**config.mk**
```make
export PLATFORM = sky130hd
export DESIGN_NAME = cdb_arbiter
export DESIGN_NICKNAME = d
export VERILOG_FILES = /design/src/rtl/cdb_arbiter.sv
export SDC_FILE = /design/constraint.sdc
export NUM_CORES = 1
export LEC_CHECK = 0
export BUFFER_PORTS_ARGS = -buffer_cell sky130_fd_sc_hd__clkbuf_2
export CAP_MARGIN = 10
export CELL_PAD_IN_SITES_DETAIL_PLACEMENT = 0
export CELL_PAD_IN_SITES_GLOBAL_PLACEMENT = 1
export CORE_MARGIN = 5
export CORE_UTILIZATION = 30
export CTS_CLUSTER_DIAMETER = 30
export CTS_CLUSTER_SIZE = 16
export DETAILED_ROUTE_END_ITERATION = 8
export GPL_TIMING_DRIVEN = 0
export PLACE_DENSITY_LB_ADDON = 0.1
export SKIP_CTS_REPAIR_TIMING = 1
export SYNTH_ARGS = -nofsm -noshare
export SYNTH_HDL_FRONTEND = slang
export SYNTH_SLANG_ARGS = --single-unit
```
**constraint.sdc**
```tcl
create_clock -name clk -period 1.6 [get_ports clk]
set_input_delay 0.32 -clock clk [delete_from_list [all_inputs] [get_ports clk]]
set_output_delay 0.32 -clock clk [all_outputs]
set_load 0.02 [all_outputs]
```
**src/rtl/cdb_arbiter.sv**
```systemverilog
// Common data bus arbiter: picks one ready functional-unit result per cycle and broadcasts it registered.
// Define CDB_ARB_ROUND_ROBIN_EN for round-robin selection; otherwise fixed priority, lowest index first.
module cdb_arbiter #(
  parameter int unsigned NUM_SRC = 4,
  parameter int unsigned TAG_W   = 4,
  parameter int unsigned DATA_W  = 32
) (
  input  logic                        clk,
  input  logic                        reset,
  input  logic [NUM_SRC-1:0]          src_valid,
  input  logic [NUM_SRC*TAG_W-1:0]    src_tag,
  input  logic [NUM_SRC*DATA_W-1:0]   src_data,
  output logic                        cdb_valid,
  output logic [TAG_W-1:0]            cdb_tag,
  output logic [DATA_W-1:0]           cdb_data,
  output logic [NUM_SRC-1:0]          cdb_grant
);

  logic                valid_q, valid_d;
  logic [TAG_W-1:0]    tag_q,   tag_d;
  logic [DATA_W-1:0]   data_q,  data_d;
  logic [NUM_SRC-1:0]  grant_q, grant_d;
  logic [NUM_SRC-1:0]  elig;
  logic [NUM_SRC-1:0]  sel_oh;
  logic                found;

  // The source on the bus this cycle still holds valid; mask it so it is not re-sent.
  assign elig = src_valid & ~grant_q;

`ifdef CDB_ARB_ROUND_ROBIN_EN
  localparam int unsigned IDX_W = $clog2(NUM_SRC);

  logic [IDX_W-1:0] ptr_q, ptr_d;
  logic [IDX_W:0]   cand;

  // ptr_q is the first index searched; it points one past the last grant.
  always_comb begin
    sel_oh = '0;
    found  = 1'b0;
    cand   = '0;
    for (int k = 0; k < int'(NUM_SRC); k++) begin
      cand = {1'b0, ptr_q} + (IDX_W+1)'(k);
      if (cand >= (IDX_W+1)'(NUM_SRC)) begin
        cand = cand - (IDX_W+1)'(NUM_SRC);
      end
      if (!found && elig[cand[IDX_W-1:0]]) begin
        sel_oh[cand[IDX_W-1:0]] = 1'b1;
        found                   = 1'b1;
      end
    end
  end

  always_comb begin
    ptr_d = ptr_q;
    for (int i = 0; i < int'(NUM_SRC); i++) begin
      if (sel_oh[i]) begin
        ptr_d = (i == int'(NUM_SRC) - 1) ? '0 : IDX_W'(i + 1);
      end
    end
  end

  always_ff @(posedge clk or posedge reset) begin
    if (reset) begin
      ptr_q <= '0;
    end else begin
      ptr_q <= ptr_d;
    end
  end
`else
  always_comb begin
    sel_oh = '0;
    found  = 1'b0;
    for (int k = 0; k < int'(NUM_SRC); k++) begin
      if (!found && elig[k]) begin
        sel_oh[k] = 1'b1;
        found     = 1'b1;
      end
    end
  end
`endif

  // Capture tag/data of the selected source now; idle cycles keep the last broadcast payload.
  always_comb begin
    valid_d = 1'b0;
    grant_d = '0;
    tag_d   = tag_q;
    data_d  = data_q;
    for (int i = 0; i < int'(NUM_SRC); i++) begin
      if (sel_oh[i]) begin
        valid_d = 1'b1;
        grant_d = sel_oh;
        tag_d   = src_tag[i*TAG_W +: TAG_W];
        data_d  = src_data[i*DATA_W +: DATA_W];
      end
    end
  end

  always_ff @(posedge clk or posedge reset) begin
    if (reset) begin
      valid_q <= 1'b0;
      tag_q   <= '0;
      data_q  <= '0;
      grant_q <= '0;
    end else begin
      valid_q <= valid_d;
      tag_q   <= tag_d;
      data_q  <= data_d;
      grant_q <= grant_d;
    end
  end

  assign cdb_valid = valid_q;
  assign cdb_tag   = tag_q;
  assign cdb_data  = data_q;
  assign cdb_grant = grant_q;

endmodule

```
* Yosys cells after proc, flatten, opt, wreduce, memory -nomap -nowiden
Index checks and enable logic that the tools add are counted.
** Storage, ports and cells
- Input bits :: 150
- Output and inout port bits :: 41
- Memory bits (read-only) :: 0
- Memories :: 0
- Bits in latches :: 0
- Logic and storage cells :: 35
- RAM bits :: 0
- Register bits :: 41
** Cells by class
- Bitwise operators :: 2
- $lt $le $gt $ge :: 0
- Shift operators :: 0
- $mul :: 0
- $add $sub $neg :: 0
- Reduce and logical (&&, ||, !) cells :: 7
- Multiplexer cells :: 22
- Equality and inequality tests :: 0
- Div/mod/pow operators :: 0
** Operator list (number)
- two-way mux 32 bit :: 4
- two-way mux 4 bit :: 7
- two-way mux 1 bit :: 11
- AND 4 bit :: 1
- inverter 4 bit :: 1
- nonzero test 4 bit :: 1
- logical AND 1 bit :: 3
- logical NOT 1 bit :: 3

* Logic depth before layout (Yosys ltp)
Gate-level depths: netlist of the first run.
- Word-level depth :: 13
- Depth in mapped cells :: 6
- Gate-level depth less buffers :: 4

* Worst setup path before layout of the first run
OpenSTA, ideal clock, no wires.
- Kind :: flip-flop to flip-flop
- From :: register grant_q[0] (netlist: cdb_grant[0])
- To :: register data_q[19] (netlist: cdb_data[19])
- Cell stages (with the launch flop) :: 6
- Arrival time :: 1433 ps
- Path buffers :: 1
- Required time :: 1465 ps
- Slack :: 33 ps
- Period minus slack after synthesis :: 1567 ps
- Cell sequence :: dfrtp_1 nand2b_1 inv_2 nor3b_4 buf_6 a221oi_2
** Between the ends
- Cells in the longest elaborated chain, start to end :: 13
** RTL lines
- from (decl) :: line 22 : logic [NUM_SRC-1:0] grant_q, grant_d;
- from (signal assigned) :: line 108 : grant_q <= grant_d;
- inverter 4 bit * :: line 28 : assign elig = src_valid & ~grant_q;
- AND 4 bit * :: line 28
- two-way mux 1 bit * :: line 74 : if (!found && elig[k]) begin
- logical NOT 1 bit :: line 74
- logical AND 1 bit :: line 74
- two-way mux 1 bit :: line 74
- logical NOT 1 bit :: line 74
- logical AND 1 bit :: line 74
- two-way mux 1 bit :: line 74
- logical NOT 1 bit :: line 74
- logical AND 1 bit :: line 74
- two-way mux 1 bit :: line 74
- nonzero test 4 bit (no source line) / two-way mux 32 bit (equally long branches)
- to (signal assigned) :: line 107 : data_q <= data_d;
- to (decl) :: line 21 : logic [DATA_W-1:0] data_q, data_d;
Every way passes the cells marked *; elsewhere a longest branch is shown, timed or not.
A chain may end at the register's enable or synchronous reset.

* Worst setup path in the final report of the first run
- From :: register grant_q[0] (netlist: cdb_grant[0])
- To :: register data_q[31] (netlist: cdb_data[31])
Same word-level chain as after synthesis.

==> flow_summary.json, run 1 <==
{
  "status": "complete, but fails checks",
  "violations": "hold timing",
  "layout_common_cells": "clkbuf_2 (194), dfrtp_1 (40), inv_1 (36), mux2i_1 (36), or3b_2 (36)",
  "rows": 35,
  "grt_pass1_vias": 3050,
  "grt_start_max_net_pins": 28,
  "vdd_drop_max_mv": 0.3015,
  "clock_latency_ns": 0.29,
  "finalSetupViolCount": 0,
  "critPathRequiredTime_ns": 1.76,
  "r2r_cells": 5,
  "worst_pin_slew_ns": 0.4074,
  "path_clk_slew_ns": 0.08,
  "drtIter0Drc": 88,
  "cts_sinks": 41,
  "clockBufferDepth": 2,
  "antenna_cells": 0,
  "worstReg2RegEnd": "cdb_data[31]",
  "port_buffers": 190,
  "yosys_warnings": 0,
  "synth_fa_ha_area_share_pct": 0,
  "netSwitchingFraction_pct": 34.86,
  "grtUsageTotal_pct": 17.37,
  "synthXorXnorAreaFrac_pct": 0,
  "routabilityCongestion": 0.7358,
  "worst_slack_ns": 0.07064,
  "synth_seq_cells": 41,
  "nets": 611,
  "grt.busiest_layer": "met2",
  "hold_slack_ns": -0.02931,
  "dp.final_hpwl_mm": 7.667,
  "cap_violations": 0,
  "finalWirelength_mm": 10.13,
  "clockRootBuffer": "clkbuf_8",
  "worst-r2r-setup-slack_ns": 0.07,
  "dpl_worst_slack_ns": -0.2645,
  "clkPwrFrac_pct": 23.9,
  "netlist_instances": 258,
  "fin_area_sq_um": 4101,
  "powerDensity_nw_per_um2": 790.8,
  "hold_viol_final": 14,
  "combPwrFrac_pct": 37.6,
  "clock.fmax_ghz": 0.6539,
  "pin_count": 191,
  "drive_gt1_share_pct": 63.20,
  "fin_worst_skew_ns": 0.003426,
  "syn-num-nets": 408,
  "synth-seq-area-share_pct": 37.05,
  "start_util_pct": 30.40,
  "power_leakage_nw": 2.188,
  "core_area_sq_um": 9109,
  "yosysTopAreaCellShare_pct": 37.05,
  "fin_crit_ns": 1.529,
  "cts_buffers": 5,
  "hp-class": "input port to asynchronous set/reset pin",
  "drcViolationCount": 0,
  "antenna_left": 0,
  "synth_area_leaders": "dfrtp_1 (37%), mux2i_1 (13%), or3b_2 (11%), a221oi_2 (11%), o31ai_1 (9.8%)",
  "end_kind": "flop",
  "final_common_cell": "clkbuf_2",
  "path_class": "flop to flop",
  "start_kind": "flop",
  "grt_pass1_wl_mm": 15.57,
  "fp.dieH_um": 106.1,
  "timing.slew.headroom_pct": 72.84,
  "overflow": 0,
  "regToRegStartpoint": "cdb_grant[0]",
  "power.net_switching_mw": 1.131,
  "route.vias.total": 2841,
  "cts_tree": "done",
  "die_area_sq_um": 11250,
  "area.growth.synth_to_final_pct": 48.12,
  "power_frac_seq_pct": 38.5,
  "period_share_pct": 95.58,
  "synth_area_per_cell_sq_um": 10.73,
  "via_per_inst": 4.958,
  "die_w_um": 106.1,
  "crit_fanout": 10,
  "synth_area_sq_um": 2769,
  "grt_antenna_before_repair": 0,
  "dpl_cell_area_sq_um": 3879,
  "dr.pass1.iters": 5,
  "cp.arrival_ns": 1.69,
  "htree_levels": 2,
  "wire_per_inst_um": 17.68,
  "grt_util_met1_pct": 21.03,
  "synth_cell_types": 19,
  "met3_usage_pct": 6.132,
  "synthMuxAreaShare_pct": 13.01,
  "yosys.area.top_type": "dfrtp_1",
  "met2_usage_pct": 29.96,
  "synth-compound-area-share_pct": 25.67,
  "maxSlewViolCount": 0,
  "internal-power_mw": 2.113,
  "n_fill_cell": 941,
  "synthSimpleGateAreaFrac_pct": 13.78,
  "synth_top_family_by_area": "compound AO/OA/AOI/OAI gates"
}
through the flow:
step	setup TNS (ns)	util, %	instances	power, mW
2_1_floorplan	0	-	258	1.977
3_3_place_gp	-27.15	42.36	559	2.448
3_5_place_dp	-8.215	42.58	560	2.467
4_1_cts	-8.557	43.70	568	3.252
5_1_grt	-0.1149	45.03	573	3.435
6_report	0	45.03	573	3.243
how the worst max path moves through the flow:
stage | start | endpoint | slack (ns) | cells after the start
global route | cdb_grant[0] | cdb_data[2] | -0.02 | 5
CTS | cdb_grant[0] | cdb_data[19] | -0.27 | 5
finish | cdb_grant[0] | cdb_data[31] | 0.07 | 5
detailed placement | cdb_grant[0] | cdb_data[19] | -0.26 | 5
floorplan | cdb_grant[0] | cdb_data[19] | 0.03 | 5
global placement | reset | cdb_data[6] | -0.45 | 2
sequential cells by signal, indices dropped and copies added (netlist names):
signal     flops
cdb_data      32
cdb_valid      1
cdb_tag        4
cdb_grant      4
power groups by stage:
stage | combinational [mW] | sequential, mW | clock, mW
floorplan | 0.530 | 1.45 | 0
global placement | 1.17 | 1.27 | 0
detailed placement | 1.19 | 1.28 | 0
CTS | 1.19 | 1.26 | 0.803
global route | 1.33 | 1.27 | 0.838
finish | 1.22 | 1.25 | 0.774
cells in the mapped netlist:
library cell  instances
buf_1                 1
buf_2                 7
nand2_1               1
nand2b_1              4
buf_6                 4
nor2_1                2
dfrtp_1              41
nor3b_4               1
a221oi_2             20
inv_2                 1
or3b_2               36
and3_1                1
mux2i_1              36
clkbuf_1              9
inv_1                37
nand3_1               1
buf_4                 4
o31ai_1              36
a221oi_1             16
cell type report:
cell class,count,area [sq um],share of cell area [%]
Clock buffer,7,96.34,2.349
Clock inverter,1,5.005,0.1220
Buffer,25,181.4,4.423
Inverter,38,142.6,3.478
Sequential cell,41,1027,25.05
Multi-Input combinational cell,154,1489,36.30
Timing Repair Buffer,196,1021,24.89
Tap cell,111,138.9,3.386
metal layers:
layer	vias up	share of wire, %
met1	1338	41
li1	1379	-
met4	0	0.82
met3	7	8.0
met2	117	50
met5	-	0
cells by family (layout without fill, tap and decap cells):
kind of cell,Yosys count,in the layout
AO/OA/AOI/OAI,72,72
buffers and inverters,63,267
flip-flops,41,41
multiplexers,36,36
AND/OR/NAND/NOR,46,46
critical path, stage by stage, from the launching register on:
cell and delay, ns:
dfrtp_2 0.41, buf_4 0.15, clkbuf_1 0.18, or3b_2 0.50
o31ai_1 0.09, a221oi_1 0.07
No activity file was read; power rests on OpenSTA's default activity.
==> run 2, diff against run 1 <==
- REMOVE_ABC_BUFFERS: unset -> 1
==> run 2 against run 1 <==
  * The flow now finishes without violations
  * Critical path type unchanged
  * Critical endpoint is now cdb_tag[1]
  * Final cell count shrank 2.1%
  * Highest routed layer unchanged
  * Critical path depth did not move
  * Sequential power barely moved
==> flow_summary.json, run 2 (same netlist as run 1, synthesis figures left out) <==
{
  "status": "complete, no violations",
  "critPathRequiredTime_ns": 1.79,
  "hold_viol_final": 0,
  "area.growth.synth_to_final_pct": 52.15,
  "cts_sinks": 41,
  "period_share_pct": 96.86,
  "antenna_left": 0,
  "final_common_cell": "clkbuf_2",
  "dpl_cell_area_sq_um": 3835,
  "clock.fmax_ghz": 0.6453,
  "setup_tns_ns": 0,
  "path_clk_slew_ns": 0.09,
  "dp.final_hpwl_mm": 7.193,
  "drtIter0Drc": 55,
  "dr.pass1.iters": 4,
  "power_leakage_nw": 2.207,
  "grt_pass1_wl_mm": 15.36,
  "fin_crit_ns": 1.550,
  "cp.arrival_ns": 1.74,
  "grtUsageTotal_pct": 17.33,
  "die_w_um": 106.1,
  "end_kind": "flop",
  "vdd_drop_max_mv": 0.3559,
  "route.vias.total": 2780,
  "path_class": "flop to flop",
  "finalWirelength_mm": 10.52,
  "layout_common_cells": "clkbuf_2 (189), dfrtp_1 (40)",
  "grt_start_max_net_pins": 40,
  "antenna_cells": 0,
  "cts_tree": "done",
  "cts_buffers": 5,
  "via_per_inst": 4.955,
  "numPlacedInstances": 540,
  "grt_pass1_vias": 2857,
  "pin_count": 191,
  "overflow": 0,
  "cap_violations": 0,
  "fp.dieH_um": 106.1,
  "powerDensity_nw_per_um2": 786.7,
  "htree_levels": 2,
  "worst_pin_slew_ns": 0.5036,
  "grt_antenna_before_repair": 0,
  "final_cells": 561,
  "drive_gt1_share_pct": 65.56,
  "drcViolationCount": 0,
  "start_kind": "flop",
  "clock_latency_ns": 0.29,
  "routabilityCongestion": 0.7157,
  "crit_fanout": 17,
  "finalSetupViolCount": 0,
  "start_util_pct": 30.40,
  "die_area_sq_um": 11250,
  "wire_per_inst_um": 18.75,
  "n_fill_cell": 936,
  "timing.slew.headroom_pct": 66.38,
  "rows": 35,
  "clockRootBuffer": "clkbuf_8",
  "fin_area_sq_um": 4213,
  "fin_worst_skew_ns": 0.008698,
  "port_buffers": 190,
  "clockBufferDepth": 2,
  "largest_reg_flops": 32,
  "nets": 599,
  "maxSlewViolCount": 0,
  "core_area_sq_um": 9109,
  "hp-class": "input port to asynchronous set/reset pin"
}
run 2: worst paths after layout:
kind                       slack, ns         start  cells past startpoint           end
min reg2reg                     0.65    cdb_tag[2]                      2    cdb_tag[2]
min                             0.03         reset                      2  cdb_data[21]
min in group clk                0.24  src_data[85]                      3  cdb_data[21]
max reg2reg                     0.05  cdb_grant[0]                      5    cdb_tag[1]
max                             0.05  cdb_grant[0]                      5    cdb_tag[1]
max in group asynchronous       1.06         reset                      3  cdb_grant[0]
run 2: layout make-up:
type / instances / area [sq um] / share of cell area (%)
well taps: 111 / 138.9 / 3.297
multi-input cells: 154 / 1590 / 37.75
repair buffers: 207 / 1176 / 27.92
clock buffers: 7 / 96.34 / 2.287
inverters: 38 / 158.9 / 3.772
flip-flops and latches: 41 / 1030 / 24.44
clock inverters: 1 / 5.005 / 0.1188
repair inverters: 2 / 17.52 / 0.4158
run 2: worst max-delay path, cell delays in order, from the launching register on:
cell	delay, ns
dfrtp_4	0.51
nand2b_4	0.21
inv_16	0.12
nor3b_4	0.05
buf_4	0.24
a221oi_1	0.31
run 2: layer usage:
metal	vias up	track usage (%)	share of wire, %
met1	1302	20.78	42
met2	111	31.56	51
met5	-	0	0
met4	0	2.775	0.65
met3	5	4.554	6.5
li1	1362	-	-
run 2: power breakdown:
group | switching [mW] | leakage (nW) | internal [mW]
combinational | 0.714 | 1.69 | 0.579
clock | 0.378 | 0.0542 | 0.391
sequential | 0.0742 | 0.462 | 1.18
total | 1.17 | 2.21 | 2.15
run 2: stage by stage:
| stage | hold WS, ns | utilization, % | power [mW] | worst slack, ns |
|---|---|---|---|---|
| floorplan | 0.4574 | - | 1.937 | -1.371 |
| global placement | 0.5470 | 40.74 | 2.416 | -2.701 |
| detailed placement | 0.3735 | 42.10 | 2.458 | -1.396 |
| CTS | 0.04367 | 43.21 | 3.248 | -1.406 |
| global route | 0.07824 | 46.25 | 3.523 | -0.004132 |
| finish | 0.02701 | 46.25 | 3.314 | 0.05022 |
